`config.mk`:
```
export PLATFORM = sky130hd
export DESIGN_NAME = note_dispatch_scheduler_flat
export DESIGN_NICKNAME = d
export VERILOG_FILES = /design/src/rtl/note_dispatch_scheduler_if.sv /design/src/rtl/note_dispatch_scheduler.sv /design/src/flat_wrapper.sv
export SDC_FILE = /design/constraint.sdc
export NUM_CORES = 1
export LEC_CHECK = 0
export CAP_MARGIN = 20
export CORE_MARGIN = 1
export CORE_UTILIZATION = 30
export DETAILED_ROUTE_END_ITERATION = 12
export GPL_ROUTABILITY_DRIVEN = 0
export GPL_TIMING_DRIVEN = 0
export REMOVE_ABC_BUFFERS = 1
export SLEW_MARGIN = 20
export SYNTH_ARGS = -nofsm -noshare
export SYNTH_HDL_FRONTEND = slang
export SYNTH_SLANG_ARGS = --single-unit
```
`constraint.sdc`:
```
create_clock -name clk -period 4.6 [get_ports clk]
set_clock_uncertainty 0.2 [all_clocks]
set_input_delay 0.92 -clock clk [delete_from_list [all_inputs] [get_ports clk]]
set_output_delay 0.92 -clock clk [all_outputs]
set_load 0.01 [all_outputs]
```
`src/rtl/note_dispatch_scheduler_if.sv`:
```
// Handshake/bus bundle between the note scheduler, its event producer,
// the external us timer and the note consumer.
interface note_dispatch_scheduler_if #(
  parameter int TIME_BITS = 29,
  parameter int NOTE_BITS = 7,
  parameter int DEPTH     = 16
);
  localparam int CNT_W = $clog2(DEPTH) + 1;

  logic                 cmd_start;
  logic                 cmd_pause;
  logic                 cmd_stop;
  logic                 ev_valid;
  logic                 ev_ready;
  logic [TIME_BITS-1:0] ev_time;
  logic [NOTE_BITS-1:0] ev_note;
  logic [TIME_BITS-1:0] now_us;
  logic                 timer_enable;
  logic                 timer_clear;
  logic                 note_valid;
  logic [NOTE_BITS-1:0] note_id;
  logic                 note_late;
  logic [CNT_W-1:0]     queue_count;
  logic [1:0]           state;
  logic                 done;

  modport master (
    output cmd_start, cmd_pause, cmd_stop, ev_valid, ev_time, ev_note, now_us,
    input  ev_ready, timer_enable, timer_clear, note_valid, note_id, note_late,
    input  queue_count, state, done
  );

  modport slave (
    input  cmd_start, cmd_pause, cmd_stop, ev_valid, ev_time, ev_note, now_us,
    output ev_ready, timer_enable, timer_clear, note_valid, note_id, note_late,
    output queue_count, state, done
  );
endinterface

```
`src/rtl/note_dispatch_scheduler.sv`:
```
// Timestamped note queue released against an external us timer, plus the
// timer's run/pause/stop/session-limit sequencing. Optional macro: LATE_FLAG_EN.
module note_dispatch_scheduler #(
  parameter int TIME_BITS  = 29,
  parameter int NOTE_BITS  = 7,
  parameter int DEPTH      = 16,
  parameter int TIME_LIMIT = 300000000,
  parameter int LATE_TOL   = 2000
) (
  input logic                   clk,
  input logic                   resetn,
  note_dispatch_scheduler_if.slave bus
);
  localparam int PTR_W = $clog2(DEPTH);
  localparam int CNT_W = PTR_W + 1;

  if (((DEPTH & (DEPTH - 1)) != 0) || (DEPTH < 2) || (LATE_TOL < 0)) begin : g_param_check
    $error("note_dispatch_scheduler: DEPTH must be a power of 2 >= 2, LATE_TOL >= 0");
  end

  typedef enum logic [1:0] {
    S_IDLE  = 2'b00,
    S_RUN   = 2'b01,
    S_PAUSE = 2'b10,
    S_DONE  = 2'b11
  } state_e;

  state_e               state_q, state_d;
  logic                 clear_d, flush_d;
  logic [TIME_BITS-1:0] mem_time [DEPTH];
  logic [NOTE_BITS-1:0] mem_note [DEPTH];
  logic [PTR_W-1:0]     wr_ptr_q, rd_ptr_q;
  logic [CNT_W-1:0]     count_q;
  logic                 timer_enable_q, timer_clear_q, blank_q;
  logic                 note_valid_q, note_late_q, done_q;
  logic [NOTE_BITS-1:0] note_id_q;
  logic                 ev_ready_s, limit_s, due_s, push_s, pop_s, late_s;
  logic [TIME_BITS-1:0] head_time_s;
  logic [NOTE_BITS-1:0] head_note_s;

  assign head_time_s = mem_time[rd_ptr_q];
  assign head_note_s = mem_note[rd_ptr_q];
  assign ev_ready_s  = (count_q < CNT_W'(DEPTH)) && (state_q != S_DONE);
  assign limit_s     = (bus.now_us >= TIME_BITS'(TIME_LIMIT));
  assign due_s       = (count_q != {CNT_W{1'b0}}) && (bus.now_us >= head_time_s);

`ifdef LATE_FLAG_EN
  logic [TIME_BITS-1:0] lateness_s;
  assign lateness_s = bus.now_us - head_time_s;
  assign late_s     = (lateness_s > TIME_BITS'(LATE_TOL));
`else
  assign late_s = 1'b0;
`endif

  // State register
  always_ff @(posedge clk or negedge resetn) begin
    if (!resetn) begin
      state_q <= S_IDLE;
    end else begin
      state_q <= state_d;
    end
  end

  // Next-state: stop beats everything; start/pause only act where legal
  always_comb begin
    state_d = state_q;
    clear_d = 1'b0;
    flush_d = 1'b0;
    if (bus.cmd_stop) begin
      state_d = S_IDLE;
      clear_d = 1'b1;
      flush_d = 1'b1;
    end else begin
      case (state_q)
        S_IDLE, S_DONE: begin
          if (bus.cmd_start) begin
            state_d = S_RUN;
            clear_d = 1'b1;
          end else begin
            state_d = state_q;
          end
        end
        S_RUN: begin
          if (limit_s) begin
            state_d = S_DONE;
            flush_d = 1'b1;
          end else if (bus.cmd_pause) begin
            state_d = S_PAUSE;
          end else begin
            state_d = S_RUN;
          end
        end
        S_PAUSE: begin
          if (bus.cmd_start) begin
            state_d = S_RUN;
          end else begin
            state_d = S_PAUSE;
          end
        end
        default: begin
          state_d = S_IDLE;
        end
      endcase
    end
  end

  // Dispatch is blanked while now_us still reflects the pre-clear count
  always_comb begin
    pop_s  = 1'b0;
    push_s = bus.ev_valid && ev_ready_s && !flush_d;
    if ((state_q == S_RUN) && !bus.cmd_stop && !timer_clear_q && !blank_q && due_s) begin
      pop_s = 1'b1;
    end else begin
      pop_s = 1'b0;
    end
  end

  // Queue pointers and occupancy
  always_ff @(posedge clk or negedge resetn) begin
    if (!resetn) begin
      wr_ptr_q <= {PTR_W{1'b0}};
      rd_ptr_q <= {PTR_W{1'b0}};
      count_q  <= {CNT_W{1'b0}};
    end else if (flush_d) begin
      wr_ptr_q <= {PTR_W{1'b0}};
      rd_ptr_q <= {PTR_W{1'b0}};
      count_q  <= {CNT_W{1'b0}};
    end else begin
      if (push_s) wr_ptr_q <= wr_ptr_q + PTR_W'(1);
      if (pop_s)  rd_ptr_q <= rd_ptr_q + PTR_W'(1);
      case ({push_s, pop_s})
        2'b10:   count_q <= count_q + CNT_W'(1);
        2'b01:   count_q <= count_q - CNT_W'(1);
        default: count_q <= count_q;
      endcase
    end
  end

  // Event storage
  always_ff @(posedge clk) begin
    if (push_s) begin
      mem_time[wr_ptr_q] <= bus.ev_time;
      mem_note[wr_ptr_q] <= bus.ev_note;
    end
  end

  // Registered outputs
  always_ff @(posedge clk or negedge resetn) begin
    if (!resetn) begin
      timer_enable_q <= 1'b0;
      timer_clear_q  <= 1'b0;
      blank_q        <= 1'b0;
      note_valid_q   <= 1'b0;
      note_id_q      <= {NOTE_BITS{1'b0}};
      note_late_q    <= 1'b0;
      done_q         <= 1'b0;
    end else begin
      timer_enable_q <= (state_d == S_RUN);
      timer_clear_q  <= clear_d;
      blank_q        <= timer_clear_q;
      note_valid_q   <= pop_s;
      note_id_q      <= pop_s ? head_note_s : note_id_q;
      note_late_q    <= pop_s && late_s;
      done_q         <= (state_d == S_DONE);
    end
  end

  assign bus.ev_ready     = ev_ready_s;
  assign bus.timer_enable = timer_enable_q;
  assign bus.timer_clear  = timer_clear_q;
  assign bus.note_valid   = note_valid_q;
  assign bus.note_id      = note_id_q;
  assign bus.note_late    = note_late_q;
  assign bus.queue_count  = count_q;
  assign bus.state        = state_q;
  assign bus.done         = done_q;
endmodule

```
`src/flat_wrapper.sv`:
```
// flat-port wrapper written by rule: the top's interface ports become plain ports
module note_dispatch_scheduler_flat 
#(
  parameter int TIME_BITS  = 29,
  parameter int NOTE_BITS  = 7,
  parameter int DEPTH      = 16,
  parameter int TIME_LIMIT = 300000000,
  parameter int LATE_TOL   = 2000
)
  (clk, resetn, bus_cmd_start, bus_cmd_pause, bus_cmd_stop, bus_ev_valid, bus_ev_time, bus_ev_note, bus_now_us, bus_ev_ready, bus_timer_enable, bus_timer_clear, bus_note_valid, bus_note_id, bus_note_late, bus_queue_count, bus_state, bus_done);
  note_dispatch_scheduler_if #(.TIME_BITS(TIME_BITS), .NOTE_BITS(NOTE_BITS), .DEPTH(DEPTH)) bus_i ();
  input logic clk;
  input logic resetn;
  input wire logic [$bits(bus_i.cmd_start)-1:0] bus_cmd_start;
  input wire logic [$bits(bus_i.cmd_pause)-1:0] bus_cmd_pause;
  input wire logic [$bits(bus_i.cmd_stop)-1:0] bus_cmd_stop;
  input wire logic [$bits(bus_i.ev_valid)-1:0] bus_ev_valid;
  input wire logic [$bits(bus_i.ev_time)-1:0] bus_ev_time;
  input wire logic [$bits(bus_i.ev_note)-1:0] bus_ev_note;
  input wire logic [$bits(bus_i.now_us)-1:0] bus_now_us;
  output wire logic [$bits(bus_i.ev_ready)-1:0] bus_ev_ready;
  output wire logic [$bits(bus_i.timer_enable)-1:0] bus_timer_enable;
  output wire logic [$bits(bus_i.timer_clear)-1:0] bus_timer_clear;
  output wire logic [$bits(bus_i.note_valid)-1:0] bus_note_valid;
  output wire logic [$bits(bus_i.note_id)-1:0] bus_note_id;
  output wire logic [$bits(bus_i.note_late)-1:0] bus_note_late;
  output wire logic [$bits(bus_i.queue_count)-1:0] bus_queue_count;
  output wire logic [$bits(bus_i.state)-1:0] bus_state;
  output wire logic [$bits(bus_i.done)-1:0] bus_done;
  assign bus_i.cmd_start = bus_cmd_start;
  assign bus_i.cmd_pause = bus_cmd_pause;
  assign bus_i.cmd_stop = bus_cmd_stop;
  assign bus_i.ev_valid = bus_ev_valid;
  assign bus_i.ev_time = bus_ev_time;
  assign bus_i.ev_note = bus_ev_note;
  assign bus_i.now_us = bus_now_us;
  assign bus_ev_ready = bus_i.ev_ready;
  assign bus_timer_enable = bus_i.timer_enable;
  assign bus_timer_clear = bus_i.timer_clear;
  assign bus_note_valid = bus_i.note_valid;
  assign bus_note_id = bus_i.note_id;
  assign bus_note_late = bus_i.note_late;
  assign bus_queue_count = bus_i.queue_count;
  assign bus_state = bus_i.state;
  assign bus_done = bus_i.done;
  note_dispatch_scheduler #(.TIME_BITS(TIME_BITS), .NOTE_BITS(NOTE_BITS), .DEPTH(DEPTH), .TIME_LIMIT(TIME_LIMIT), .LATE_TOL(LATE_TOL)) u_core (.clk(clk), .resetn(resetn), .bus(bus_i));
endmodule
```
Yosys cells after proc, flatten, opt, wreduce, memory -nomap -nowiden
Memory sizes are Yosys's and may differ from the RTL's. A register that Yosys moved wholly into a read port is not among the register bits.
Cells that the tools add are included.
{ "classes": {"add_sub_neg": 4, "n_mul": 0, "div": 0, "n_lt_le_gt_ge": 3, "n_eq_ne": 8, "shifts": 0, "muxes": 21, "bitwise_logic": 0, "n_reduce_logical": 19} }
{ "op_table": {"columns": ["op", "count"], "rows": [
  ["$ge 29x29->1", 1],
  ["$ge 29x29->1 const B", 1],
  ["$mux 4", 4],
  ["$mux 2", 5],
  ["$pmux 5 s2", 1],
  ["$mux 1", 9],
  ["$add 4x1->4 const B", 2],
  ["$eq 2x2->1 const B", 4],
  ["$logic_and 1x1->1", 8],
  ["$eq 2x1->1 const B", 3],
  ["$pmux 2 s3", 1],
  ["$add 5x1->5 const B", 1],
  ["$logic_not 1->1", 5],
  ["$lt 5x5->1 const B", 1],
  ["$mux 5", 1],
  ["$reduce_bool 5->1", 1],
  ["$sub 5x1->5 const B", 1],
  ["$reduce_bool 2->1", 2],
  ["$reduce_bool 3->1", 1],
  ["$logic_not 2->1", 1],
  ["$ne 2x2->1 const B", 1],
  ["$reduce_or 2->1", 1]
]} }
{ "word_totals": {"ff_bits": 20, "latch_bits": 0, "ram_bits": 576, "mem_bits_ro": 0, "input_bits": 71, "output_inout_bits": 20, "word_cells": 66, "mem_count": 2} }
{ "memory_table": {"columns": ["name", "depth", "width", "read_ports", "rd_clocked_by_memory_dff", "write_ports", "line_no", "text"], "rows": [
  ["u_core.mem_time", 16, 29, 1, 0, 1, "note_dispatch_scheduler.sv:30", "logic [TIME_BITS-1:0] mem_time [DEPTH];"],
  ["u_core.mem_note", 16, 7, 1, 1, 1, "note_dispatch_scheduler.sv:31", "logic [NOTE_BITS-1:0] mem_note [DEPTH];"]
]} }

Depth between registers and ports, before layout
Gate-level depths: netlist of the first run.
{ "logic_depth": {"word_depth": 9, "ltp_mapped": 26, "ltp_nobuf": 21} }

Least setup slack after synthesis of the first run
No wires, ideal clock.
{ "synth_timing": {"path_type": "input to register", "start": "in bus_now_us[9]", "end": "mem u_core.mem_note[3][0] (enable)", "setup_time_ns": 0.474, "arrival_time_ns": 4.359, "required_time_ns": 3.926, "setup_slack_ns": -0.433, "cell_stages": 6, "n_path_buf": 0, "cell_sequence": "a2111o_1 a21oi_1 o21a_1 o211a_1 nand2_1 nor3_1"} }
{ "synth_between": {"elab_chain_cells": 8} }
{ "synth_lines": {"columns": ["item", "line_no", "text"], "rows": [
  ["start: declaration", "flat_wrapper.sv:20", "input wire logic [$bits(bus_i.now_us)-1:0] bus_now_us;"],
  ["$ge 29x29->1", "note_dispatch_scheduler.sv:44", "assign limit_s = (bus.now_us >= TIME_BITS'(TIME_LIMIT));"],
  ["$mux 1", "note_dispatch_scheduler.sv:84", "if (limit_s) begin"],
  ["$mux 1", "note_dispatch_scheduler.sv:74", "case (state_q)"],
  ["$mux 1", "note_dispatch_scheduler.sv:69", "if (bus.cmd_stop) begin"],
  ["$logic_not 1->1", "note_dispatch_scheduler.sv:110", "push_s = bus.ev_valid && ev_ready_s && !flush_d;"],
  ["$logic_and 1x1->1", "note_dispatch_scheduler.sv:110", null],
  ["$mux 1", "note_dispatch_scheduler.sv:141", "if (push_s) begin"],
  ["$mux 1 (not written as such)", "note_dispatch_scheduler.sv:143", "mem_note[wr_ptr_q] <= bus.ev_note;"],
  ["end: declaration", "note_dispatch_scheduler.sv:31", null]
]} }
No other way between the ends.

Worst setup path after layout of the first run
{ "layout_timing": {"start": "reg u_core.rd_ptr_q[2]", "end": "reg u_core.count_q[4] (netlist: u_core.bus.queue_count[4])"} }
{ "layout_between": {"elab_chain_cells": 8, "word_cells_on_any_way": 10, "cone_classes": "order compare: 1; eq/ne: 2; mux: 3; reduce/logical: 3; memory: 1"} }
{ "layout_lines": {"columns": ["item", "line_no", "text"], "rows": [
  ["start: declaration", "note_dispatch_scheduler.sv:32", "logic [PTR_W-1:0] wr_ptr_q, rd_ptr_q;"],
  ["start signal: assignment", "note_dispatch_scheduler.sv:122", "rd_ptr_q <= {PTR_W{1'b0}};"],
  ["start signal: assignment", "note_dispatch_scheduler.sv:126", "rd_ptr_q <= {PTR_W{1'b0}};"],
  ["start signal: assignment", "note_dispatch_scheduler.sv:130", "if (pop_s) rd_ptr_q <= rd_ptr_q + PTR_W'(1);"],
  ["$mem_v2 16x29 (*)", null, null],
  ["$ge 29x29->1 (*)", "note_dispatch_scheduler.sv:45", "assign due_s = (count_q != {CNT_W{1'b0}}) && (bus.now_us >= head_time_s);"],
  ["$logic_and 1x1->1 (*)", "note_dispatch_scheduler.sv:45", null],
  ["$logic_and 1x1->1 (*)", "note_dispatch_scheduler.sv:111", "if ((state_q == S_RUN) && !bus.cmd_stop && !timer_clear_q && !blank_q && due_s) begin"],
  ["$mux 1 (*)", "note_dispatch_scheduler.sv:111", null],
  ["$eq 2x1->1 / $eq 2x2->1 (equally long branches)", "note_dispatch_scheduler.sv:131", "case ({push_s, pop_s})"],
  ["$pmux 5 s2", "note_dispatch_scheduler.sv:131", null],
  ["$mux 5", "note_dispatch_scheduler.sv:124", "end else if (flush_d) begin"],
  ["end signal: assignment", "note_dispatch_scheduler.sv:123", "count_q <= {CNT_W{1'b0}};"],
  ["end signal: assignment", "note_dispatch_scheduler.sv:132", "2'b10: count_q <= count_q + CNT_W'(1);"],
  ["end signal: assignment", "note_dispatch_scheduler.sv:133", "2'b01: count_q <= count_q - CNT_W'(1);"],
  ["end: declaration", "note_dispatch_scheduler.sv:33", "logic [CNT_W-1:0] count_q;"]
]} }
Mark *: on every way between the ends. The rest lies on a longest branch, timed or not.
A chain may end at the register's enable or synchronous reset.

==> reports/results.tsv, run 1 <==
metric	value	unit
status	finished with violations	
failing checks	setup timing	
Total GRT Usage	0.155	
R2R cell count	25	
Critical Path AT	5.37	ns
final setup vio count	4	
Crit Path Class	reg -> reg	
vias per cell	5.05	
most frequent cells in the layout	576 x edfxtp_1, 104 x mux2i_1, 88 x clkdlybuf4s50_1	
Mapped Avg Cell Area	19.0	um^2
Die Wd	287	um
largest family of logic cells by synthesized area	multiplexers	
Vias	13109	
final hold violations	0	
crit share post-route	1.11	
reg-to-reg setup timing slack	-0.50	ns
fmax	196	MHz
IO Port Bufs	89	
Reg-to-Reg End	u_core.bus.queue_count[4]$_DFFE_PN0P_	
Startpoint Class	flop	
Max-Slew Margin vs Limit	0.485	
row count	104	
Core Footprint	80400	um^2
CTS tree	done	
CTS buffer count	56	
Post-route DRC	0	
Worst EP required	4.88	ns
crit path capture type	flop	
Hold WS	0.0213	ns
design area	30600	um^2
ranking of synthesized cells by area	edfxtp_1 71%, mux4_2 7.3%, mux2i_1 4.5%	
Nets	1598	
peak supply drop	0.000276	V
Slew @ Worst Pin	0.770	ns
DR iter-0 viols	1196	
leakage power	9.48	nW
critical path fanouts, max	5	
commonest non-fill, non-tap cell in the layout	edfxtp_1	
Worst-path clk slew	0.06	ns
first-pass GRT wire length	92.0	mm
Post-Synth XOR/XNOR Area	0.00216	
Post-synth EDFFs	576	
DRT antenna net count	0	
largest stage delay on the critical path	0.51	ns
largest area contributor in the netlist	edfxtp_1	
max_cap viols	0	
initial antenna violation count	8	
share of layout cells above drive strength 1	0.268	
aggregate global routing overflow	0	
area delta synth->final	25.7	%
starting density of the core	0.302	
Post-Synth Adder-Cell Area	0.0219	
clk sinks	603	
Synth Cell Area	24300	um^2
WL final	64.4	mm
RSZ-0062 raised after global routing	yes	
Root Buffer	clkbuf_16	
gate count of the mapped netlist	1280	
Yosys cell types	49	
post-route minimum period	5.10	ns
Vert. Die Dim	287	um
Simple-Gate Fraction of Synth Area	0.0226	
Async S/R FF share, synth	0.0448	
R2R Path Start	u_core.rd_ptr_q[2]$_DFFE_PN0P_	
Worst-Skew Late Latency	0.63	ns
Clock Tree Buf Depth	3	
iteration count of the initial detailed-routing pass	5	
Post-DP HPWL	37.2	mm
io pins	91	
final setup margin	-0.498	ns
Finished Core Util	0.380	
Placed Area	27200	um^2
top-area cell type share of the netlist area	0.712	
HP Class	in -> async	
Ys Warns	0	
Routed wire per std cell	24.8	um
multiplexer share of the synthesized area	0.136	
vias in the first global route	13374	
Die ar.	82200	um^2
Most Frequent Cell on Critical Path	buf_12	
register bit total from synthesis	603	
Slowest cell on crit path	nor4_4	
largest net degree at the start of global routing	47	
Slew Viols, Final	0	
pwr/cell area	366	nW/um^2
compound-cell area share of the yosys netlist	0.0602	
CTS Hold Bufs	0	
CTS H-Tree Depth	2	
Primary FF master, synth	edfxtp_1	
Power Total	11.2	mW
post-synthesis sequential area ratio	0.739	
## state kept, by name, summed over array words and instances (netlist names)
signal / cells
u_core.blank_q: 1
u_core.bus.done: 1
u_core.bus.note_id: 7
u_core.bus.note_valid: 1
u_core.bus.queue_count: 5
u_core.bus.state: 2
u_core.bus.timer_clear: 1
u_core.bus.timer_enable: 1
u_core.mem_note: 112
u_core.mem_time: 464
u_core.rd_ptr_q: 4
u_core.wr_ptr_q: 4
## where the power goes
group	total (mW)	switching, mW	leakage (nW)	internal [mW]
clock	4.44	1.99	0.840	2.45
combinational	0.619	0.351	3.10	0.268
sequential	6.14	0.0331	5.55	6.10
total	11.2	2.37	9.48	8.82
## through the flow
stage | TNS, ns | setup WS (ns) | instances
after floorplan | -138.48 | -6.82 | 1212
after global placement | -1557.01 | -11.85 | 2361
after detailed placement | -63.45 | -2.96 | 2409
after CTS | -0.712 | -0.344 | 2569
after global routing | -1.66 | -0.651 | 2594
final | -1.08 | -0.498 | 2594
## worst max-delay path, delay by kind of cell (launching register included)
family	cells	cell delay, ns
simple gates	8	1.43
compound gates	6	1.07
buf+inv	7	0.87
fa+ha+maj	3	0.74
flops	1	0.49
xor+xnor	1	0.14
## cell type report
class | count | area [um^2]
Fill cell | 7284 | 49900
Clock inverter | 32 | 244
Antenna cell | 1 | 2.50
Sequential cell | 603 | 18000
Multi-Input combinational cell | 599 | 6590
Timing Repair Buffer | 213 | 2880
Tap cell | 1060 | 1330
Clock buffer | 74 | 1490
Inverter | 12 | 47.5
## how the worst max path moves through the flow
stage / from / cells after the start / end / slack, ns
after floorplan: u_core.rd_ptr_q[0]$_DFFE_PN0P_ / 20 / u_core.bus.queue_count[4]$_DFFE_PN0P_ / -6.82
after global placement: u_core.rd_ptr_q[0]$_DFFE_PN0P_ / 19 / u_core.bus.queue_count[4]$_DFFE_PN0P_ / -11.85
after detailed placement: u_core.rd_ptr_q[0]$_DFFE_PN0P_ / 22 / u_core.bus.queue_count[4]$_DFFE_PN0P_ / -2.96
after CTS: u_core.rd_ptr_q[0]$_DFFE_PN0P_ / 23 / u_core.bus.queue_count[4]$_DFFE_PN0P_ / -0.34
after global routing: u_core.rd_ptr_q[2]$_DFFE_PN0P_ / 24 / u_core.bus.queue_count[4]$_DFFE_PN0P_ / -0.65
final: u_core.rd_ptr_q[2]$_DFFE_PN0P_ / 25 / u_core.bus.queue_count[4]$_DFFE_PN0P_ / -0.50
## repair_timing
action	CTS	global route
buffers inserted	40	24
gates cloned	14	1
pin swaps	25	23
resized for setup	75	39
setup endpoints to repair	29	10
## per-layer routing
| layer | global-route usage | share of wire | wire, um |
|---|---|---|---|
| met3 | 0.0324 | 0.056 | 3640 |
| met1 | 0.193 | 0.41 | 26200 |
| met5 | 0 | 0.0012 | 80 |
| met2 | 0.267 | 0.51 | 32500 |
| met4 | 0.0497 | 0.031 | 2000 |
## synth_stat cells (4+ instances only)
cell type  number
mux2i_1       109
o21ai_0        38
a21o_1          4
nor3_1          6
nand2_1        42
and3_1          9
o21a_1         30
a21oi_1        56
ha_1           41
buf_6           6
nand3_1         9
nor2_1         24
mux4_2         79
mux2_2         30
buf_4          13
edfxtp_1      576
dfrtp_1        27
inv_1          12
a221oi_1       62
buf_2          12
nor2b_1         9
and4_1          5
clkbuf_1       32
xor2_1          4
a22oi_1         6
## cells by family after synthesis
family / after synthesis
AO/OA/AOI/OAI: 210
flip-flops: 603
multiplexers: 223
AND/OR/NAND/NOR: 115
XOR/XNOR: 6
buffers and inverters: 80
adder cells (fa/ha/maj): 42
other: 1
Note: power is estimated with default switching activity, not from simulation.
==> run 2, diff against run 1 <==
--- a/config.mk
+++ b/config.mk
@@ -5,6 +5,7 @@
 export SDC_FILE = /design/constraint.sdc
 export NUM_CORES = 1
 export LEC_CHECK = 0
+export ABC_AREA = 1
 export CAP_MARGIN = 20
 export CORE_MARGIN = 1
 export CORE_UTILIZATION = 30
==> run 2 against run 1 <==
Critical path depth is 3 higher; the run now ends clean; via count is 29% higher; cell count is 25% higher; utilization is 0.097 points lower; first-iteration DRC count is 61% higher.
==> reports/results.tsv, run 2 <==
metric	value	unit	change
Worst EP required	4.89	ns	was 4.88 ns
WL final	74.9	mm	was 64.4 mm
top-area cell type share of the netlist area	0.698		was 0.712
clk sinks	603		unchanged
io pins	91		unchanged
vias in the first global route	16298		was 13374
Post-DP HPWL	39.1	mm	was 37.2 mm
first-pass GRT wire length	106	mm	was 92.0 mm
gate count of the mapped netlist	1975		was 1280
CTS buffer count	56		unchanged
Top reg by flops	u_core.mem_time		unchanged
IO Port Bufs	89		unchanged
ranking of synthesized cells by area	edfxtp_1 70%, nand2_1 5.6%, o21ai_0 3.3%		was edfxtp_1 71%, mux4_2 7.3%, mux2i_1 4.5%
Finished Core Util	0.379		was 0.380
reg-to-reg setup timing slack	0.03	ns	was -0.50 ns
Post-route DRC	0		unchanged
Worst-path clk slew	0.06	ns	about the same
row count	105		was 104
Worst-Skew Late Latency	0.60	ns	was 0.63 ns
initial antenna violation count	10		was 8
Yosys cell types	38		was 49
status	completed		was finished with violations
count of filler cells inserted in the layout	7520		was 7284
crit share post-route	0.994		was 1.11
Die Wd	289	um	was 287 um
commonest non-fill, non-tap cell in the layout	edfxtp_1		unchanged
CP Buf/Inv Count	10		was 7
DR iter-0 viols	1923		was 1196
worst setup path start	u_core.rd_ptr_q[0]$_DFFE_PN0P_		was u_core.rd_ptr_q[2]$_DFFE_PN0P_
Vert. Die Dim	289	um	was 287 um
Async S/R FF share, synth	0.0448		unchanged
fmax	219	MHz	was 196 MHz
stages on the worst setup path	28		was 25
Reg-to-Reg End	u_core.bus.queue_count[4]$_DFFE_PN0P_		unchanged
starting density of the core	0.303		was 0.302
CTS H-Tree Depth	2		unchanged
Mapped Avg Cell Area	12.5	um^2	was 19.0 um^2
vias per cell	5.22		was 5.05
Finished Layout Cells	3241		was 2594
pwr/cell area	374	nW/um^2	was 366 nW/um^2
area delta synth->final	25.3	%	was 25.7%
HP Class	in -> async		unchanged
Post-synth EDFFs	576		unchanged
final hold violations	0		unchanged
most frequent cells in the layout	576 x edfxtp_1, 356 x nand2_1, 184 x nor2_1		was 576 x edfxtp_1, 104 x mux2i_1, 88 x clkdlybuf4s50_1
Max-Slew Margin vs Limit	0.584		was 0.485
DRT antenna net count	0		unchanged
largest area contributor in the netlist	edfxtp_1		unchanged
Most Frequent Cell on Critical Path	buf_16		was buf_12
iteration count of the initial detailed-routing pass	5		unchanged
Clock Tree Buf Depth	3		unchanged
Inst Count DP	3068		was 2409
Nets	2240		was 1598
Slew @ Worst Pin	0.624	ns	was 0.770 ns
largest net degree at the start of global routing	65		was 47
final setup vio count	0		was 4
Startpoint Class	flop		unchanged
Slowest cell on crit path	dfrtp_4		was nor4_4
R2R Path Start	u_core.rd_ptr_q[0]$_DFFE_PN0P_		was u_core.rd_ptr_q[2]$_DFFE_PN0P_
top-count cell post-synth	edfxtp_1		unchanged
post-route minimum period	4.57	ns	was 5.10 ns
aggregate global routing overflow	0		unchanged
critical path fanouts, max	7		was 5
Ys Warns	0		unchanged
termination of the worst setup path	u_core.bus.queue_count[4]$_DFFE_PN0P_		unchanged
CTS tree	done		unchanged
largest stage delay on the critical path	0.50	ns	was 0.51 ns
Total GRT Usage	0.172		was 0.155
Slew Viols, Final	0		unchanged
Routed wire per std cell	23.1	um	was 24.8 um
Vias	16905		was 13109
Primary FF master, synth	edfxtp_1		unchanged
share of layout cells above drive strength 1	0.150		was 0.268
leakage power	10.6	nW	was 9.48 nW
peak supply drop	0.000299	V	was 0.000276 V
max reg flops	464		unchanged
Synth Cell Area	24800	um^2	was 24300 um^2
crit path capture type	flop		unchanged
Power Total	11.6	mW	was 11.2 mW
post-synthesis sequential area ratio	0.726		was 0.739
register bit total from synthesis	603		unchanged
synth cell count leaders	576 x edfxtp_1, 367 x nand2_1, 206 x nor2_1, 164 x o21ai_0, 98 x a21oi_1		was 576 x edfxtp_1, 109 x mux2i_1, 79 x mux4_2, 62 x a221oi_1, 56 x a21oi_1
Critical Path AT	4.86	ns	was 5.37 ns
Core Footprint	81800	um^2	was 80400 um^2
Die ar.	83700	um^2	was 82200 um^2
R2R cell count	28		was 25
RSZ-0062 raised after global routing	yes		unchanged
max_cap viols	0		unchanged
Top delay family on crit path	simple AND/OR/NAND/NOR gates		unchanged
Root Buffer	clkbuf_16		unchanged
Crit Path Class	reg -> reg		unchanged
[run 2: changes by cell type in the layout (fill, tap and decap cells not counted), moves of 30 or more]
cell      previous run  this run
a21oi_1             47        94
o22ai_1              1        38
o21ai_0             30       154
mux2i_1            104         0
inv_1               11        64
o21ai_1              4        45
o21a_1              30         0
nand2_1             40       356
nand3_1              7        89
a221oi_1            32         0
nor2_1              18       184
mux4_2              79         0
[run 2: logic make-up (layout without fill, tap and decap cells)]
| logic type | after synthesis | in the layout | share of synthesized area |
|---|---|---|---|
| adders and majority gates | 42 | 42 | 0.0215 |
| buffers and inverters | 199 | 394 | 0.0379 |
| AOI/OAI and AO/OA | 416 | 416 | 0.0956 |
| other | 1 | 2 | 0.000151 |
| DFF | 603 | 603 | 0.726 |
| xor gates and xnor gates | 6 | 6 | 0.00212 |
| and+or+nand+nor | 708 | 708 | 0.117 |
[run 2: power breakdown]
group	switching, mW	total (mW)	leakage (nW)	internal [mW]
registers	0.0453	6.17	5.54	6.13
logic	0.519	0.861	4.20	0.342
clock network	1.97	4.57	0.876	2.59
total	2.54	11.6	10.6	9.06
[run 2: timing repair]
| action | 4_1_cts | 5_1_grt |
|---|---|---|
| cloned | 17 | 6 |
| hold buffers | 0 | 0 |
| hold endpoints to repair | 0 | 0 |
| resized for setup | 47 | 93 |
| setup endpoints to repair | 17 | 4 |
| buffers inserted | 31 | 19 |
| pin swaps | 13 | 73 |
[run 2: worst min-delay path by stage]
| stage | start | endpoint | slack [ns] | cells past startpoint |
|---|---|---|---|---|
| 6_report | resetn | u_core.bus.done$_DFF_PN0_ | 0.15 | 1 |
| 2_1_floorplan | u_core.bus.timer_clear$_DFF_PN0_ | u_core.blank_q$_DFF_PN0_ | 0.24 | 0 |
| 3_5_place_dp | u_core.bus.timer_clear$_DFF_PN0_ | u_core.blank_q$_DFF_PN0_ | 0.21 | 0 |
| 5_1_grt | resetn | u_core.bus.done$_DFF_PN0_ | 0.18 | 1 |
| 3_3_place_gp | u_core.bus.timer_clear$_DFF_PN0_ | u_core.blank_q$_DFF_PN0_ | 0.19 | 0 |
| 4_1_cts | resetn | u_core.bus.note_id[4]$_DFFE_PN0P_ | 0.14 | 1 |
[run 2: routing by layer]
| metal | wire (um) | vias to the layer above | global-route usage | part of all wire |
|---|---|---|---|---|
| met5 | 109 | - | 0 | 0.0015 |
| met2 | 36500 | 746 | 0.294 | 0.49 |
| met1 | 29700 | 8510 | 0.217 | 0.40 |
| met3 | 5960 | 173 | 0.0295 | 0.079 |
| li1 | - | 7458 | - | - |
| met4 | 2690 | 18 | 0.0613 | 0.036 |
[run 2: per-stage QoR]
| step | area [um^2] | TNS, ns | worst slack (ns) | hold WS, ns |
|---|---|---|---|---|
| 6_report | 31000 | 0 | 0.0290 | 0.147 |
| 4_1_cts | 30400 | 0 | 0.0102 | 0.138 |
| 3_3_place_gp | 26400 | -1784.59 | -16.56 | 0.194 |
| 2_1_floorplan | 24200 | -109.68 | -7.30 | 0.235 |
| 5_1_grt | 31000 | -0.339 | -0.183 | 0.182 |
| 3_5_place_dp | 27600 | -16.33 | -2.00 | 0.206 |
[run 2: layout make-up]
class | count | area (um^2) | share of cell area
antenna | 1 | 2.50 | 0.0000806
clock buffer | 65 | 1460 | 0.0469
clock inverter | 36 | 333 | 0.0107
inverter | 89 | 437 | 0.0141
multi-input combinational | 1173 | 6390 | 0.206
sequential | 603 | 18000 | 0.580
tap | 1070 | 1340 | 0.0431
timing repair buffer | 201 | 3060 | 0.0986
timing repair inverter | 3 | 26.3 | 0.000847
==> run 3, diff against run 2 <==
--- a/config.mk
+++ b/config.mk
@@ -10,7 +10,6 @@
 export CORE_MARGIN = 1
 export CORE_UTILIZATION = 30
 export DETAILED_ROUTE_END_ITERATION = 12
-export GPL_ROUTABILITY_DRIVEN = 0
 export GPL_TIMING_DRIVEN = 0
 export REMOVE_ABC_BUFFERS = 1
 export SLEW_MARGIN = 20
==> results of run 3 <==
The final DEF is identical to that of run 2; final timing and power are the same.
